==> src/rtl/mouse_packetizer.sv <==
// Mouse report packetizer.
// Accumulates signed per-cycle motion into saturating 9-bit counters and
// latches click requests. On each report_tick it snapshots that state and,
// when there is something to report, emits a 3-byte packet over a
// valid/ready byte stream.
module mouse_packetizer #(
  parameter int SEND_EMPTY = 0
) (
  input  logic       clk,
  input  logic       rst,
  input  logic [7:0] dx,
  input  logic [7:0] dy,
  input  logic       left_click_pulse,
  input  logic       right_click_pulse,
  input  logic       report_tick,
  input  logic       tx_ready,
  output logic [7:0] tx_data,
  output logic       tx_valid,
  output logic       busy
);

  typedef enum logic [1:0] {
    S_IDLE,
    S_B0,
    S_B1,
    S_B2
  } state_t;

  localparam logic signed [9:0] ACC_MAX = 10'sd255;
  localparam logic signed [9:0] ACC_MIN = -10'sd256;

  state_t     state_q, state_d;
  logic [8:0] acc_x_q, acc_x_d;
  logic [8:0] acc_y_q, acc_y_d;
  logic       ovf_x_q, ovf_x_d;
  logic       ovf_y_q, ovf_y_d;
  logic       pend_l_q, pend_l_d;
  logic       pend_r_q, pend_r_d;
  logic [1:0] last_btn_q, last_btn_d;
  logic [7:0] byte1_q, byte1_d;
  logic [7:0] byte2_q, byte2_d;
  logic [7:0] tx_data_q, tx_data_d;
  logic       tx_valid_q, tx_valid_d;

  logic [9:0] step_x, step_y;
  logic       take_snap;
  logic       send_pkt;

  // Add one cycle of motion to an accumulator at 10 bits and saturate to
  // the 9-bit signed range; the MSB of the result flags that a clamp occurred.
  function automatic logic [9:0] acc_step(input logic [8:0] acc, input logic [7:0] d);
    logic signed [9:0] sum;
    sum = $signed({acc[8], acc}) + $signed({{2{d[7]}}, d});
    if (sum > ACC_MAX) begin
      return {1'b1, 9'h0FF};
    end else if (sum < ACC_MIN) begin
      return {1'b1, 9'h100};
    end else begin
      return {1'b0, sum[8:0]};
    end
  endfunction

  assign step_x    = acc_step(acc_x_q, dx);
  assign step_y    = acc_step(acc_y_q, dy);
  assign take_snap = (state_q == S_IDLE) && report_tick;
  // A report is worth sending if anything moved, saturated, was clicked, or
  // the previous packet showed a button held (so the release gets reported).
  assign send_pkt  = (SEND_EMPTY != 0) || (acc_x_q != 9'd0) || (acc_y_q != 9'd0) ||
                     ovf_x_q || ovf_y_q || pend_l_q || pend_r_q || (last_btn_q != 2'b00);

  // Next-state: accumulation, snapshot on tick, and byte sequencing.
  always_comb begin
    state_d    = state_q;
    acc_x_d    = step_x[8:0];
    acc_y_d    = step_y[8:0];
    ovf_x_d    = ovf_x_q | step_x[9];
    ovf_y_d    = ovf_y_q | step_y[9];
    pend_l_d   = pend_l_q | left_click_pulse;
    pend_r_d   = pend_r_q | right_click_pulse;
    last_btn_d = last_btn_q;
    byte1_d    = byte1_q;
    byte2_d    = byte2_q;
    tx_data_d  = tx_data_q;
    tx_valid_d = tx_valid_q;

    case (state_q)
      S_IDLE: begin
        if (take_snap) begin
          // This cycle's motion and clicks start the next report window.
          acc_x_d  = {dx[7], dx};
          acc_y_d  = {dy[7], dy};
          ovf_x_d  = 1'b0;
          ovf_y_d  = 1'b0;
          pend_l_d = left_click_pulse;
          pend_r_d = right_click_pulse;
          if (send_pkt) begin
            state_d    = S_B0;
            tx_valid_d = 1'b1;
            tx_data_d  = {ovf_y_q, ovf_x_q, acc_y_q[8], acc_x_q[8],
                          1'b1, 1'b0, pend_r_q, pend_l_q};
            byte1_d    = acc_x_q[7:0];
            byte2_d    = acc_y_q[7:0];
            last_btn_d = {pend_r_q, pend_l_q};
          end
        end
      end
      S_B0: begin
        if (tx_ready) begin
          state_d   = S_B1;
          tx_data_d = byte1_q;
        end
      end
      S_B1: begin
        if (tx_ready) begin
          state_d   = S_B2;
          tx_data_d = byte2_q;
        end
      end
      S_B2: begin
        if (tx_ready) begin
          state_d    = S_IDLE;
          tx_valid_d = 1'b0;
          tx_data_d  = 8'h00;
        end
      end
      default: begin
        state_d    = S_IDLE;
        tx_valid_d = 1'b0;
        tx_data_d  = 8'h00;
      end
    endcase
  end

  // State registers; reset abandons any packet in flight immediately.
  always_ff @(posedge clk or posedge rst) begin
    if (rst) begin
      state_q    <= S_IDLE;
      acc_x_q    <= 9'd0;
      acc_y_q    <= 9'd0;
      ovf_x_q    <= 1'b0;
      ovf_y_q    <= 1'b0;
      pend_l_q   <= 1'b0;
      pend_r_q   <= 1'b0;
      last_btn_q <= 2'b00;
      byte1_q    <= 8'h00;
      byte2_q    <= 8'h00;
      tx_data_q  <= 8'h00;
      tx_valid_q <= 1'b0;
    end else begin
      state_q    <= state_d;
      acc_x_q    <= acc_x_d;
      acc_y_q    <= acc_y_d;
      ovf_x_q    <= ovf_x_d;
      ovf_y_q    <= ovf_y_d;
      pend_l_q   <= pend_l_d;
      pend_r_q   <= pend_r_d;
      last_btn_q <= last_btn_d;
      byte1_q    <= byte1_d;
      byte2_q    <= byte2_d;
      tx_data_q  <= tx_data_d;
      tx_valid_q <= tx_valid_d;
    end
  end

  assign tx_data  = tx_data_q;
  assign tx_valid = tx_valid_q;
  assign busy     = (state_q != S_IDLE);

endmodule

==> config.mk <==
export PLATFORM = sky130hd
export DESIGN_NAME = mouse_packetizer
export DESIGN_NICKNAME = d
export VERILOG_FILES = /design/src/rtl/mouse_packetizer.sv
export SDC_FILE = /design/constraint.sdc
export NUM_CORES = 1
export LEC_CHECK = 0
export CAP_MARGIN = 40
export CORE_UTILIZATION = 35
export CTS_CLUSTER_SIZE = 12
export DETAILED_ROUTE_END_ITERATION = 7
export GPL_TIMING_DRIVEN = 0
export PLACE_DENSITY = 0.53
export SLEW_MARGIN = 20
export SYNTH_ARGS = -nofsm -noshare
export SYNTH_HDL_FRONTEND = slang
export SYNTH_SLANG_ARGS = --single-unit
==> constraint.sdc <==
create_clock -name clk -period 2.3 [get_ports clk]
set_input_delay 0.46 -clock clk [delete_from_list [all_inputs] [get_ports clk]]
set_output_delay 0.46 -clock clk [all_outputs]
set_load 0.005 [all_outputs]
; Yosys cells after proc, flatten, opt, wreduce, memory -nomap -nowiden
; Cells that the tools add are included.
[classes]
addsub = 2
order_cmp = 4
n_eq_ne = 8
muxes = 32
bitwise_logic = 4
reduce_logical = 16
[ops]
columns = operator, n
row1 = 2-to-1 mux 10 bit, 4
row2 = 2-to-1 mux 8 bit, 5
row3 = 2-to-1 mux 9 bit, 4
row4 = case mux 8 bit (4 select lines), 1
row5 = adder 9 x 8 -> 10 bit, 2
row6 = greater-than comparator 10 x 9 -> 1 bit (second input constant), 2
row7 = < comparator 10 x 9 -> 1 bit (second input constant), 2
row8 = nonzero test 9 bit, 2
row9 = 2-to-1 mux 1 bit, 11
row10 = 2-to-1 mux 2 bit, 5
row11 = != test 2 bit (second input constant), 5
row12 = case mux 2 bit (4 select lines), 1
row13 = logical OR 1 bit, 6
row14 = nonzero test 2 bit, 3
row15 = AND reduction 5 bit, 1
row16 = == test 2 bit (second input constant), 2
row17 = OR 1 bit, 4
row18 = AND reduction 4 bit, 1
row19 = AND reduction 3 bit, 1
row20 = == test 2 x 1 -> 1 bit (second input constant), 1
row21 = zero test 2 bit, 1
row22 = case mux 1 bit (2 select lines), 1
row23 = logical AND 1 bit, 1
[word_totals]
reg_bits = 51
input_bits = 22
out_inout_bits = 10

; Depth between registers and ports, before layout
[logic_depth]
depth_word = 10
mapped_depth = 10
mapped_depth_nobuf = 8

; Worst setup path before layout
; Ideal clock, no wire load.
[synth_timing]
path_type = input -> register
start = input dy[0]
end = register acc_y_q[7]
setup_ns = 0.077
t_arrival_ns = 2.283
required_time_ns = 2.223
path_slack_ns = -0.060
cell_stages = 9
path_buffers = 1
cell_sequence = ha_1 -> fa_1 -> a211oi_2 -> nor3_2 -> a2111oi_4 -> xnor2_2 -> buf_6 -> o211ai_2 -> a21oi_1
[synth_via]
elab_chain_cells = 6
elab_cells_between_ends = 7
cone_classes = add/sub (1) / order compare (2) / mux (4)
[synth_rtl]
columns = element, line_no
row1 = start: declaration, 12  ; input logic [7:0] dy,
row2 = adder 9 x 8 -> 10 bit (*), 53  ; sum = $signed({acc[8], acc}) + $signed({{2{d[7]}}, d});
row3 = < comparator 10 x 9 -> 1 bit, 56  ; end else if (sum < ACC_MIN) begin
row4 = 2-to-1 mux 10 bit, 56
row5 = 2-to-1 mux 10 bit (*), 54  ; if (sum > ACC_MAX) begin
row6 = 2-to-1 mux 9 bit, 88  ; if (take_snap) begin
row7 = 2-to-1 mux 9 bit (*), 86  ; case (state_q)
row8 = net acc_y_d[7], 34  ; logic [8:0] acc_y_q, acc_y_d;
row9 = end signal: assignment, 152  ; acc_y_q <= acc_y_d;
row10 = end: declaration, 34
; The timed path passes the listed nets; every way through them passes the cells marked *.
; A chain may end at the register's enable or synchronous reset.

; Final worst setup path
; Same ends and word-level chain as after synthesis.

==> impl_metrics.env <==
export IMPL_ant_nets=0
export IMPL_worstPathArrival_ns=2.52
export IMPL_drt_first_iter_violations=81
export IMPL_die_w_um=95.91
export IMPL_viasPerCell=5.242
export IMPL_final_core_util_pct=47.93
export IMPL_synth_top_cell_area_share_pct=41.35
export IMPL_async_flop_share_pct=100.0
export IMPL_slew_viol_final=0
export IMPL_reg2reg_slack_ns=-0.02
export IMPL_min_path_type="primary input to asynchronous set/reset pin"
export IMPL_yosys_warnings=0
export IMPL_drive_gt1_share_pct=29.46
export IMPL_rsz0062_at_grt="yes"
export IMPL_area_growth_pct=30.16
export IMPL_finalHoldViolations=0
export IMPL_cp_slowest_cell="fa_2"
export IMPL_fin_ws_ns=-0.02942
export IMPL_die_h_um=95.91
export IMPL_worstSetupEndpointType="register"
export IMPL_start_kind="primary input"
export IMPL_swShare_pct=41.52
export IMPL_drv_cap=0
export IMPL_max_slew_margin_pct=63.92
export IMPL_synth_top_area_cell="dfrtp_1"
export IMPL_insertion_delay_ns=0.30
export IMPL_layout_nets=399
export IMPL_p_int_w=0.003711
export IMPL_synth_distinct_cells=50
export IMPL_power_switching_w=0.002635
export IMPL_yosysMostFrequentCell="dfrtp_1"
export IMPL_synth_common_cells="51 x dfrtp_1, 32 x a21oi_1, 25 x mux2_2, 23 x ha_1, 20 x nand2_1"
export IMPL_synth_edf_count=0
export IMPL_avgSynthCellArea_um2=10.39
export IMPL_overflow=0
export IMPL_ys_seq_elements=51
export IMPL_synthesis_area_mm2=0.003087
export IMPL_grt_max_degree=29
export IMPL_grt_first_pass_wirelength_mm=11.99
export IMPL_cts_max_path_buffers=2
export IMPL_synth_seq_area_share_pct=41.35
export IMPL_violations="negative setup slack"
export IMPL_drt_total_wl_mm=7.585
export IMPL_dieArea_mm2=0.009199
export IMPL_synthTopCellsByArea="dfrtp_1 41%, ha_1 9.3%, mux2_2 9.1%"
export IMPL_vias=2401
export IMPL_drc=0
export IMPL_period_share_pct=101.3
export IMPL_crit_top_cell="buf_6"
export IMPL_fin_skew_ns=0.004485
export IMPL_io_pins=32
export IMPL_cts_sinks=51
export IMPL_r2r_cells=10
export IMPL_hpwl_mm=5.426
export IMPL_required_ns=2.49
export IMPL_p_leak_nw=1.628
export IMPL_cts_buffers=5
export IMPL_status="complete, but fails checks"
export IMPL_track_usage_pct=17.60
export IMPL_cp_buffers_inverters=3
export IMPL_cts_max_level=2
export IMPL_cts_clk_slew_worst_paths_ns=0.09
export IMPL_seqPwrFrac_pct=27.2
export IMPL_worst_pin_slew_ns=0.5413
export IMPL_cts_hold_buf=0
export IMPL_r2r_start="acc_y_q[0]$_DFF_PP0_"
export IMPL_root_buffer="clkbuf_8"
export IMPL_start_util_pct=36.83
export IMPL_core_area_mm2=0.008382
export IMPL_critPathLaunch="dy[0]"
export IMPL_worst_hold_slack_ns=0.5062
export IMPL_finalSetupViolations=5
export IMPL_antenna_found_initial=0
export IMPL_max_stage_delay_ns=0.37
export IMPL_synthFlopType="dfrtp_1"
export IMPL_p_clk_share_pct=8.9
export IMPL_fmax_ghz=0.4293
export IMPL_path_delay_family="compound AO/OA/AOI/OAI gates"
export IMPL_min_period_ns=2.329
export IMPL_routedWlPerCell_um=16.56
export IMPL_syn_inst=297
export IMPL_port_buffers=31
export IMPL_crit_type="primary input to register"
export IMPL_powerDensity_mw_per_mm2=1580
export IMPL_totalPowerFinal_w=0.006346
export IMPL_fp_row_count=33
export IMPL_grt_pass1_vias=2246
export IMPL_timing_rr_end="acc_y_q[7]$_DFF_PP0_"
export IMPL_cts_tree="done"
export IMPL_peakVddDrop_v=0.0007445
export IMPL_insertedDiodeCount=0
export IMPL_fin_setup_tns_ns=-0.05530
export IMPL_synth_fp_nets=344
export IMPL_cp_max_fo=5
export IMPL_drtPass1Iterations=4
export IMPL_gp_congestion=0.7684
export IMPL_power_frac_comb_pct=64.0
export IMPL_worstPathCellList="dlygate4sd2_1, ha_2, fa_2, a211oi_4, nor3_2, a2111oi_4, xnor2_2, buf_6, buf_6, o211ai_2, a21oi_1"
-- power by group through the flow --
stage | clock network (W) | logic [W] | registers (W)
final | 0.000563 | 0.00406 | 0.00172
after global routing | 0.000619 | 0.00447 | 0.00178
after CTS | 0.000583 | 0.00358 | 0.00171
after detailed placement | 0 | 0.00333 | 0.00172
after global placement | 0 | 0.00328 | 0.00172
after floorplan | 0 | 0.00259 | 0.00158
-- per-layer routing --
metal	GRT usage, %	wire, µm	vias up	part of all wire, %
li1	-	-	1200	-
met1	24.86	3634	1140	48
met2	27.80	3580	51	47
met3	2.686	272	10	3.6
met4	5.224	97	0	1.3
met5	0	0	-	0
-- cells in the final DEF, fill, tap and decap left out, types with 7 or more instances in the layout --
cell type and count:
a21o_1 7, a21oi_1 25, a21oi_2 9, a22oi_1 7, buf_4 16, clkbuf_8 7, clkdlybuf4s50_1 20, dfrtp_1 50
ha_1 12, ha_4 8, mux2_2 25, nand2_1 20, nor2_1 19, o21ai_0 16, o21ai_1 7, o21ai_2 9
xnor2_1 8
-- worst max-delay path by stage --
stage                                 to  slack (ns)  cells after the start
finish              acc_y_q[7]$_DFF_PP0_       -0.03                     11
global route        acc_y_q[7]$_DFF_PP0_       -0.17                     10
CTS                 acc_y_q[4]$_DFF_PP0_       -0.12                      9
detailed placement  acc_y_q[7]$_DFF_PP0_       -0.61                     10
global placement    acc_y_q[7]$_DFF_PP0_       -0.63                     10
floorplan           acc_y_q[7]$_DFF_PP0_        0.03                      9
-- registers in the layout, summed over array words and instances (netlist names) --
name,cells
state_q,2
pend_l_q,1
ovf_x_q,1
byte1_q,8
acc_x_q,9
pend_r_q,1
tx_data,8
tx_valid,1
acc_y_q,9
ovf_y_q,1
last_btn_q,2
byte2_q,8
-- cells by family after synthesis --
| group | Yosys count | synth area share (%) |
|---|---|---|
| flip-flops | 51 | 41.35 |
| multiplexers | 26 | 9.445 |
| AND/OR/NAND/NOR | 64 | 9.851 |
| buffers and inverters | 18 | 3.283 |
| XOR/XNOR | 13 | 3.932 |
| AO/OA/AOI/OAI | 100 | 21.52 |
| adder cells (fa/ha/maj) | 25 | 10.62 |
-- cell type report --
class | count | area (µm²)
Multi-Input combinational cell | 228 | 1922
Inverter | 5 | 18.77
Tap cell | 105 | 131.4
Fill cell | 809 | 4364
Sequential cell | 51 | 1277
Buffer | 12 | 96.34
Timing Repair Buffer | 49 | 471.7
Clock buffer | 8 | 100.1
-- worst register-to-register path, delay by kind of cell, from the launching register on --
kind                     cells  cell delay [ns]
XOR/XNOR                     1             0.12
AND/OR/NAND/NOR              1             0.09
buffers and inverters        2             0.28
flip-flops                   1             0.39
adder cells (fa/ha/maj)      2             0.58
AO/OA/AOI/OAI                4             0.76
-- metrics by stage --
step,std cells,worst slack (ns),cell area (µm²)
final,458,-0.02942,4018
after global routing,458,-0.1723,4018
after CTS,449,-0.1202,3799
after detailed placement,434,-0.6104,3553
after global placement,433,-0.6262,3533
after floorplan,297,0.03266,3092
-- what timing repair did --
action | in CTS | in global routing
setup buffers | 6 | 10
endpoints found under the setup margin | 34 | 36
hold endpoints to repair | 0 | 0
pin swaps | 15 | 20
resized for setup | 20 | 32
gates cloned | 1 | 0
Power figures use the tool's default switching activity.
